### config.mk
export PLATFORM = sky130hd
export DESIGN_NAME = bcd_counter_flat
export DESIGN_NICKNAME = d
export VERILOG_FILES = /design/src/rtl/bcd_pkg.sv /design/src/rtl/bcd_counter_if.sv /design/src/rtl/bcd_digit.sv /design/src/rtl/bcd_counter.sv /design/src/flat_wrapper.sv
export SDC_FILE = /design/constraint.sdc
export NUM_CORES = 1
export LEC_CHECK = 0
export BUFFER_PORTS_ARGS = -buffer_cell sky130_fd_sc_hd__buf_4
export CORE_MARGIN = 2
export CORE_UTILIZATION = 45
export DETAILED_ROUTE_END_ITERATION = 10
export HOLD_SLACK_MARGIN = 0.15
export PLACE_DENSITY = 0.7
export SLEW_MARGIN = 10
export SYNTH_ARGS = -nofsm -noshare
export SYNTH_HDL_FRONTEND = slang
export SYNTH_SLANG_ARGS = --single-unit
export TNS_END_PERCENT = 100
### constraint.sdc
create_clock -name clkin -period 2.65 [get_ports clkin]
set_clock_uncertainty 0.05 [all_clocks]
set_input_delay 0.265 -clock clkin [delete_from_list [all_inputs] [get_ports clkin]]
set_output_delay 0.265 -clock clkin [all_outputs]
set_load 0.02 [all_outputs]
### src/rtl/bcd_pkg.sv
// -----------------------------------------------------------------------------
// bcd_pkg
// Shared BCD definitions for the counter and the display decoder.
//   DIGIT_W     : width of one BCD digit
//   BCD_MAX     : largest legal BCD digit value
//   count_op_e  : per-cycle operation selected by the counter's priority decode
//   bcd_sat()   : clamps a nibble to the legal BCD range (A-F become 9)
// -----------------------------------------------------------------------------
package bcd_pkg;

    localparam int unsigned          DIGIT_W = 4;
    localparam logic [DIGIT_W-1:0]   BCD_MAX = 4'd9;

    typedef enum logic [2:0] {
        OP_HOLD,
        OP_CLR,
        OP_LOAD,
        OP_INC,
        OP_DEC
    } count_op_e;

    function automatic logic [DIGIT_W-1:0] bcd_sat(input logic [DIGIT_W-1:0] nibble);
        return (nibble > BCD_MAX) ? BCD_MAX : nibble;
    endfunction

endpackage

### src/rtl/bcd_counter_if.sv
// -----------------------------------------------------------------------------
// bcd_counter_if
// Control and data bundle of the cascaded BCD counter.
//   tick_in  : divided clock, sampled as data in the clkin domain
//   en       : count enable
//   up       : 1 = increment, 0 = decrement
//   clr      : synchronous clear
//   load     : synchronous parallel load of load_val
//   load_val : packed BCD load value, digit 0 in [3:0]
//   bcd      : packed BCD count, digit 0 least significant
//   wrap     : one-cycle pulse when the count wraps
//   step     : one-cycle pulse per executed count
// Modports: master drives controls / observes count; slave is the counter.
// -----------------------------------------------------------------------------
interface bcd_counter_if
    import bcd_pkg::*;
#(
    parameter int unsigned DIGITS = 4
);

    logic                         tick_in;
    logic                         en;
    logic                         up;
    logic                         clr;
    logic                         load;
    logic [DIGIT_W*DIGITS-1:0]    load_val;
    logic [DIGIT_W*DIGITS-1:0]    bcd;
    logic                         wrap;
    logic                         step;

    modport master (
        output tick_in, en, up, clr, load, load_val,
        input  bcd, wrap, step
    );

    modport slave (
        input  tick_in, en, up, clr, load, load_val,
        output bcd, wrap, step
    );

endinterface

### src/rtl/bcd_digit.sv
// -----------------------------------------------------------------------------
// bcd_digit
// One BCD digit of the cascade with its own 4-bit register.
//   clkin, rst          : clock, asynchronous active-high reset
//   clr, load, ld_val   : synchronous clear / load (ld_val saturated to 9)
//   inc, dec            : step request from the previous stage (or the top)
//   digit               : current digit value
//   carry_out           : inc while at 9 (ripples to the next digit)
//   borrow_out          : dec while at 0 (ripples to the next digit)
// -----------------------------------------------------------------------------
module bcd_digit
    import bcd_pkg::*;
(
    input  logic               clkin,
    input  logic               rst,
    input  logic               clr,
    input  logic               load,
    input  logic [DIGIT_W-1:0] ld_val,
    input  logic               inc,
    input  logic               dec,
    output logic [DIGIT_W-1:0] digit,
    output logic               carry_out,
    output logic               borrow_out
);

    logic [DIGIT_W-1:0] r_digit;

    always_ff @(posedge clkin or posedge rst) begin
        if (rst) begin
            r_digit <= '0;
        end else if (clr) begin
            r_digit <= '0;
        end else if (load) begin
            r_digit <= bcd_sat(ld_val);
        end else if (inc) begin
            r_digit <= (r_digit == BCD_MAX) ? '0 : r_digit + 4'd1;
        end else if (dec) begin
            r_digit <= (r_digit == '0) ? BCD_MAX : r_digit - 4'd1;
        end
    end

    assign digit      = r_digit;
    assign carry_out  = inc & (r_digit == BCD_MAX);
    assign borrow_out = dec & (r_digit == '0);

endmodule

### src/rtl/bcd_counter.sv
// -----------------------------------------------------------------------------
// bcd_counter
// Cascaded DIGITS-digit BCD up/down counter advanced by rising edges of a
// divided clock that is treated purely as data in the clkin domain.
//   clkin : system clock (sole clock of the block)
//   rst   : asynchronous active-high reset
//   bus   : bcd_counter_if slave (tick_in/en/up/clr/load/load_val in,
//           bcd/wrap/step out)
// Priority per cycle: clr > load > count. A tick edge that cannot count in its
// own cycle is dropped, never deferred.
// -----------------------------------------------------------------------------
module bcd_counter
    import bcd_pkg::*;
#(
    parameter int unsigned DIGITS = 4
)(
    input  logic          clkin,
    input  logic          rst,
    bcd_counter_if.slave  bus
);

    logic                       r_tick_q;
    logic                       r_wrap;
    logic                       r_step;
    logic                       w_rise;
    count_op_e                  w_op;
    logic                       w_clr;
    logic                       w_load;
    // Index g feeds digit g; index DIGITS is the carry/borrow out of the top digit.
    logic [DIGITS:0]            w_inc;
    logic [DIGITS:0]            w_dec;
    logic [DIGIT_W*DIGITS-1:0]  w_bcd;

    // tick_q resets to 0, so a tick_in already high after reset counts once.
    assign w_rise = bus.tick_in & ~r_tick_q;

    always_comb begin
        w_op = OP_HOLD;
        if (bus.clr) begin
            w_op = OP_CLR;
        end else if (bus.load) begin
            w_op = OP_LOAD;
        end else if (w_rise & bus.en) begin
            w_op = bus.up ? OP_INC : OP_DEC;
        end
    end

    assign w_clr    = (w_op == OP_CLR);
    assign w_load   = (w_op == OP_LOAD);
    assign w_inc[0] = (w_op == OP_INC);
    assign w_dec[0] = (w_op == OP_DEC);

    for (genvar g = 0; g < DIGITS; g++) begin : g_digit
        bcd_digit u_digit (
            .clkin      (clkin),
            .rst        (rst),
            .clr        (w_clr),
            .load       (w_load),
            .ld_val     (bus.load_val[g*DIGIT_W +: DIGIT_W]),
            .inc        (w_inc[g]),
            .dec        (w_dec[g]),
            .digit      (w_bcd[g*DIGIT_W +: DIGIT_W]),
            .carry_out  (w_inc[g+1]),
            .borrow_out (w_dec[g+1])
        );
    end

    always_ff @(posedge clkin or posedge rst) begin
        if (rst) begin
            r_tick_q <= 1'b0;
            r_step   <= 1'b0;
            r_wrap   <= 1'b0;
        end else begin
            r_tick_q <= bus.tick_in;
            r_step   <= w_inc[0] | w_dec[0];
            r_wrap   <= w_inc[DIGITS] | w_dec[DIGITS];
        end
    end

    assign bus.bcd  = w_bcd;
    assign bus.wrap = r_wrap;
    assign bus.step = r_step;

endmodule

### src/flat_wrapper.sv
// flat-port wrapper written by rule: the top's interface ports become plain ports
module bcd_counter_flat import bcd_pkg::*;
#(
    parameter int unsigned DIGITS = 4
)
  (clkin, rst, bus_tick_in, bus_en, bus_up, bus_clr, bus_load, bus_load_val, bus_bcd, bus_wrap, bus_step);
  bcd_counter_if #(.DIGITS(DIGITS)) bus_i ();
  input  logic clkin;
  input  logic rst;
  input wire logic [$bits(bus_i.tick_in)-1:0] bus_tick_in;
  input wire logic [$bits(bus_i.en)-1:0] bus_en;
  input wire logic [$bits(bus_i.up)-1:0] bus_up;
  input wire logic [$bits(bus_i.clr)-1:0] bus_clr;
  input wire logic [$bits(bus_i.load)-1:0] bus_load;
  input wire logic [$bits(bus_i.load_val)-1:0] bus_load_val;
  output wire logic [$bits(bus_i.bcd)-1:0] bus_bcd;
  output wire logic [$bits(bus_i.wrap)-1:0] bus_wrap;
  output wire logic [$bits(bus_i.step)-1:0] bus_step;
  assign bus_i.tick_in = bus_tick_in;
  assign bus_i.en = bus_en;
  assign bus_i.up = bus_up;
  assign bus_i.clr = bus_clr;
  assign bus_i.load = bus_load;
  assign bus_i.load_val = bus_load_val;
  assign bus_bcd = bus_i.bcd;
  assign bus_wrap = bus_i.wrap;
  assign bus_step = bus_i.step;
  bcd_counter #(.DIGITS(DIGITS)) u_core (.clkin(clkin), .rst(rst), .bus(bus_i));
endmodule
==> results.ini <==
[synthesis]
syn_area_sq_um=1810
synth_sequential_area_ratio=0.262
warnings_from_yosys=0
ys_top_cells_by_area=dfrtp_1 (26%), ha_1 (9.0%), nor2_1 (5.6%)
async_reset_ff_frac=1.00
syn-mean-instance-area_sq_um=7.78
synth_edf_count=0
synth_commonest_cells=nor2_1 (27), nand2_1 (21), dfrtp_1 (19)
synthDominantAreaCellType=dfrtp_1
post-synth-top-area-fraction=0.262
post-synth-top-count-cell=nor2_1
synth_cell_type_count=51
synthesis.instances=233
synth_top_flop_cell=dfrtp_1
post_synthesis_net_count=269
synth_seq_cells=19

[placed_design]
postPlaceCellArea_sq_um=2150
dpl.hpwl_mm=3.56
numPortBuffers=40
finalWeightedCongestion=0.892
preCtsSetupSlack_ns=0.289

[job]
max_cap_violations=0

[drt]
ant_nets=0
avgRoutedWirePerCell_microns=14.6
drc=0
drtPass1Iterations=4
drtIter0Drc=156
total_routed_wirelength_mm=4.71
post_drt_via_cell_ratio=5.80
route.vias.total=1867

[sta]
report.final.slew_viol_count=0
setup_slack_ns=0.252
max_slew.worst_pin.slew_ns=0.772
post-route-min-period_ns=2.40
maxClockFrequency_ghz=0.417
report.final.setup_viol=0
maxSlewHeadroom=0.484
final-hold-violation-count=0
grt_setup_unrepaired=false
finalCritPeriodShare=0.905
finalSetupTns_ns=0

[clocking]
cts_tree=yes
number_of_buffers_added_by_the_clock_tree_synthesis_step=3
clk_latency_ns=0.26
postCtsSetupRepairBufs=0
clock-sinks=19
clk_path_buf_depth=2
ctsResizeCount=0
cts_max_level=1
clk_transition_reported_paths_ns=0.08
postCtsHoldBufs=2
cts-root-buf=clkbuf_8

[power_and_ir_drop]
switchingPower_mw=0.385
seq_power_share=0.386
leakage_dissipation_nw=0.969
internal_power_mw=0.609
power.ir.vdd_worst_uv=186
portion_of_total_power_attributed_to_combinational_logic=0.404
share_of_total_power_in_the_clock_network=0.210
power.density_nw_per_um2=448
swShare=0.387
totalPowerFinal_mw=0.994

[min_path]
worst_hold_path_type=input pin to flip-flop

[global_route]
grt_pass1_wl_mm=7.58
via_count_of_the_first_global_routing_pass=1593
grt_util_all_layers=0.216
grt_overflow=0
grt_start_max_net_pins=20
antenna_violations_before_repair=0

[floorplanning]
floorplan.io_pins=41
die_area_sq_um=4550
die_w_microns=67.5
total_number_of_placement_rows=23
starting_utilization_of_the_core_area=0.460
die_height_microns=67.5
floorplan.core_area_sq_um=3940

[worst_setup_path]
setup.worst_path.end_class=flip-flop
critical_path_class=input pin to flip-flop
cp_data_arrival_time_ns=2.50
worstPathRequired_ns=2.75
worst_setup_path_start_kind=input pin
worstPathMaxFanout=8

[layout]
post_route_cells_drive_above_1_share=0.217
syn2layout_area_growth_pct=22.3
finish.instance_area_sq_um=2220
antenna-diode-count=0
layout.nets=309

[outcome]
result_of_the_run=finished, final reports clean

## path summary, 6_finish.rpt
| check | slack [ns] | start | endpoint | depth (start not counted) |
|---|---|---|---|---|
| setup / recovery | 0.25 | bus_tick_in | u_core.g_digit[3].u_digit.digit[2] | 8 |
| hold / removal | 0.22 | bus_load_val[6] | u_core.g_digit[1].u_digit.digit[2] | 3 |
| setup reg to reg | 0.27 | u_core.g_digit[0].u_digit.digit[1] | u_core.g_digit[3].u_digit.digit[2] | 8 |
| hold reg to reg | 0.56 | u_core.g_digit[3].u_digit.digit[1] | u_core.g_digit[3].u_digit.digit[1] | 2 |
| max in group asynchronous | 1.41 | rst | u_core.g_digit[0].u_digit.digit[3] | 3 |
| min in group asynchronous | 0.66 | rst | u_core.r_tick_q | 3 |
## layer usage
metal	vias to the layer above	global-route usage	share of wire
met1	874	0.321	0.49
met5	-	0	0
met4	0	0.0561	0.0042
li1	928	-	-
met2	63	0.330	0.45
met3	2	0.0250	0.059
## power by group through the flow
stage,clock [mW],combinational [mW],sequential [mW]
final,0.209,0.401,0.384
after global routing,0.231,0.448,0.392
after CTS,0.212,0.403,0.383
after detailed placement,0,0.398,0.389
after global placement,0,0.396,0.388
after floorplan,0,0.256,0.395
## kinds of logic (layout without fill, tap and decap cells)
family          Yosys count  count (layout)  synth area share
mux                       6               6            0.0352
xor+xnor                  1               1           0.00483
fa+ha+maj                13              13            0.0897
buf+inv                  25              64            0.0566
simple gates             95              95             0.286
compound gates           74              74             0.265
flops                    19              19             0.262
## area by class of cell
cell class / instances / area, sq um
clock buffers: 4 / 45.0
multi-input cells: 189 / 1230
repair buffers: 45 / 343
inverters: 15 / 56.3
flip-flops and latches: 19 / 475
fillers: 390 / 1730
well taps: 50 / 62.6
## critical path, stage by stage
cell	delay (ns)
dlygate4sd3_1	0.53
buf_4	0.11
nand3b_1	0.29
or3_4	0.53
nor3_4	0.21
mux2i_1	0.10
a211o_1	0.29
a22o_1	0.17
## registers in the layout (all words and copies together) (netlist names)
register,flops
u_core.r_tick_q,1
u_core.bus.wrap,1
u_core.bus.step,1
u_core.g_digit.u_digit.digit,16
## per-stage QoR
step | instances | hold WS [ns] | util
after CTS | 322 | 0.223 | 0.562
after floorplan | 233 | 0.166 | -
after global placement | 316 | 0.341 | 0.546
after global routing | 322 | 0.228 | 0.562
after detailed placement | 316 | 0.347 | 0.546
final | 322 | 0.216 | 0.562
## cell usage in the layout, fill, tap and decap left out, drive strengths merged, types with 9 or more instances in the layout
master and count:
a31oi 9, dfrtp 19, buf 43, nor3 9, a21oi 18, o21ai 15, nand3 10, inv 15
nor2 27, ha 13, nand2 21
No activity file was read; power rests on OpenSTA's default activity.
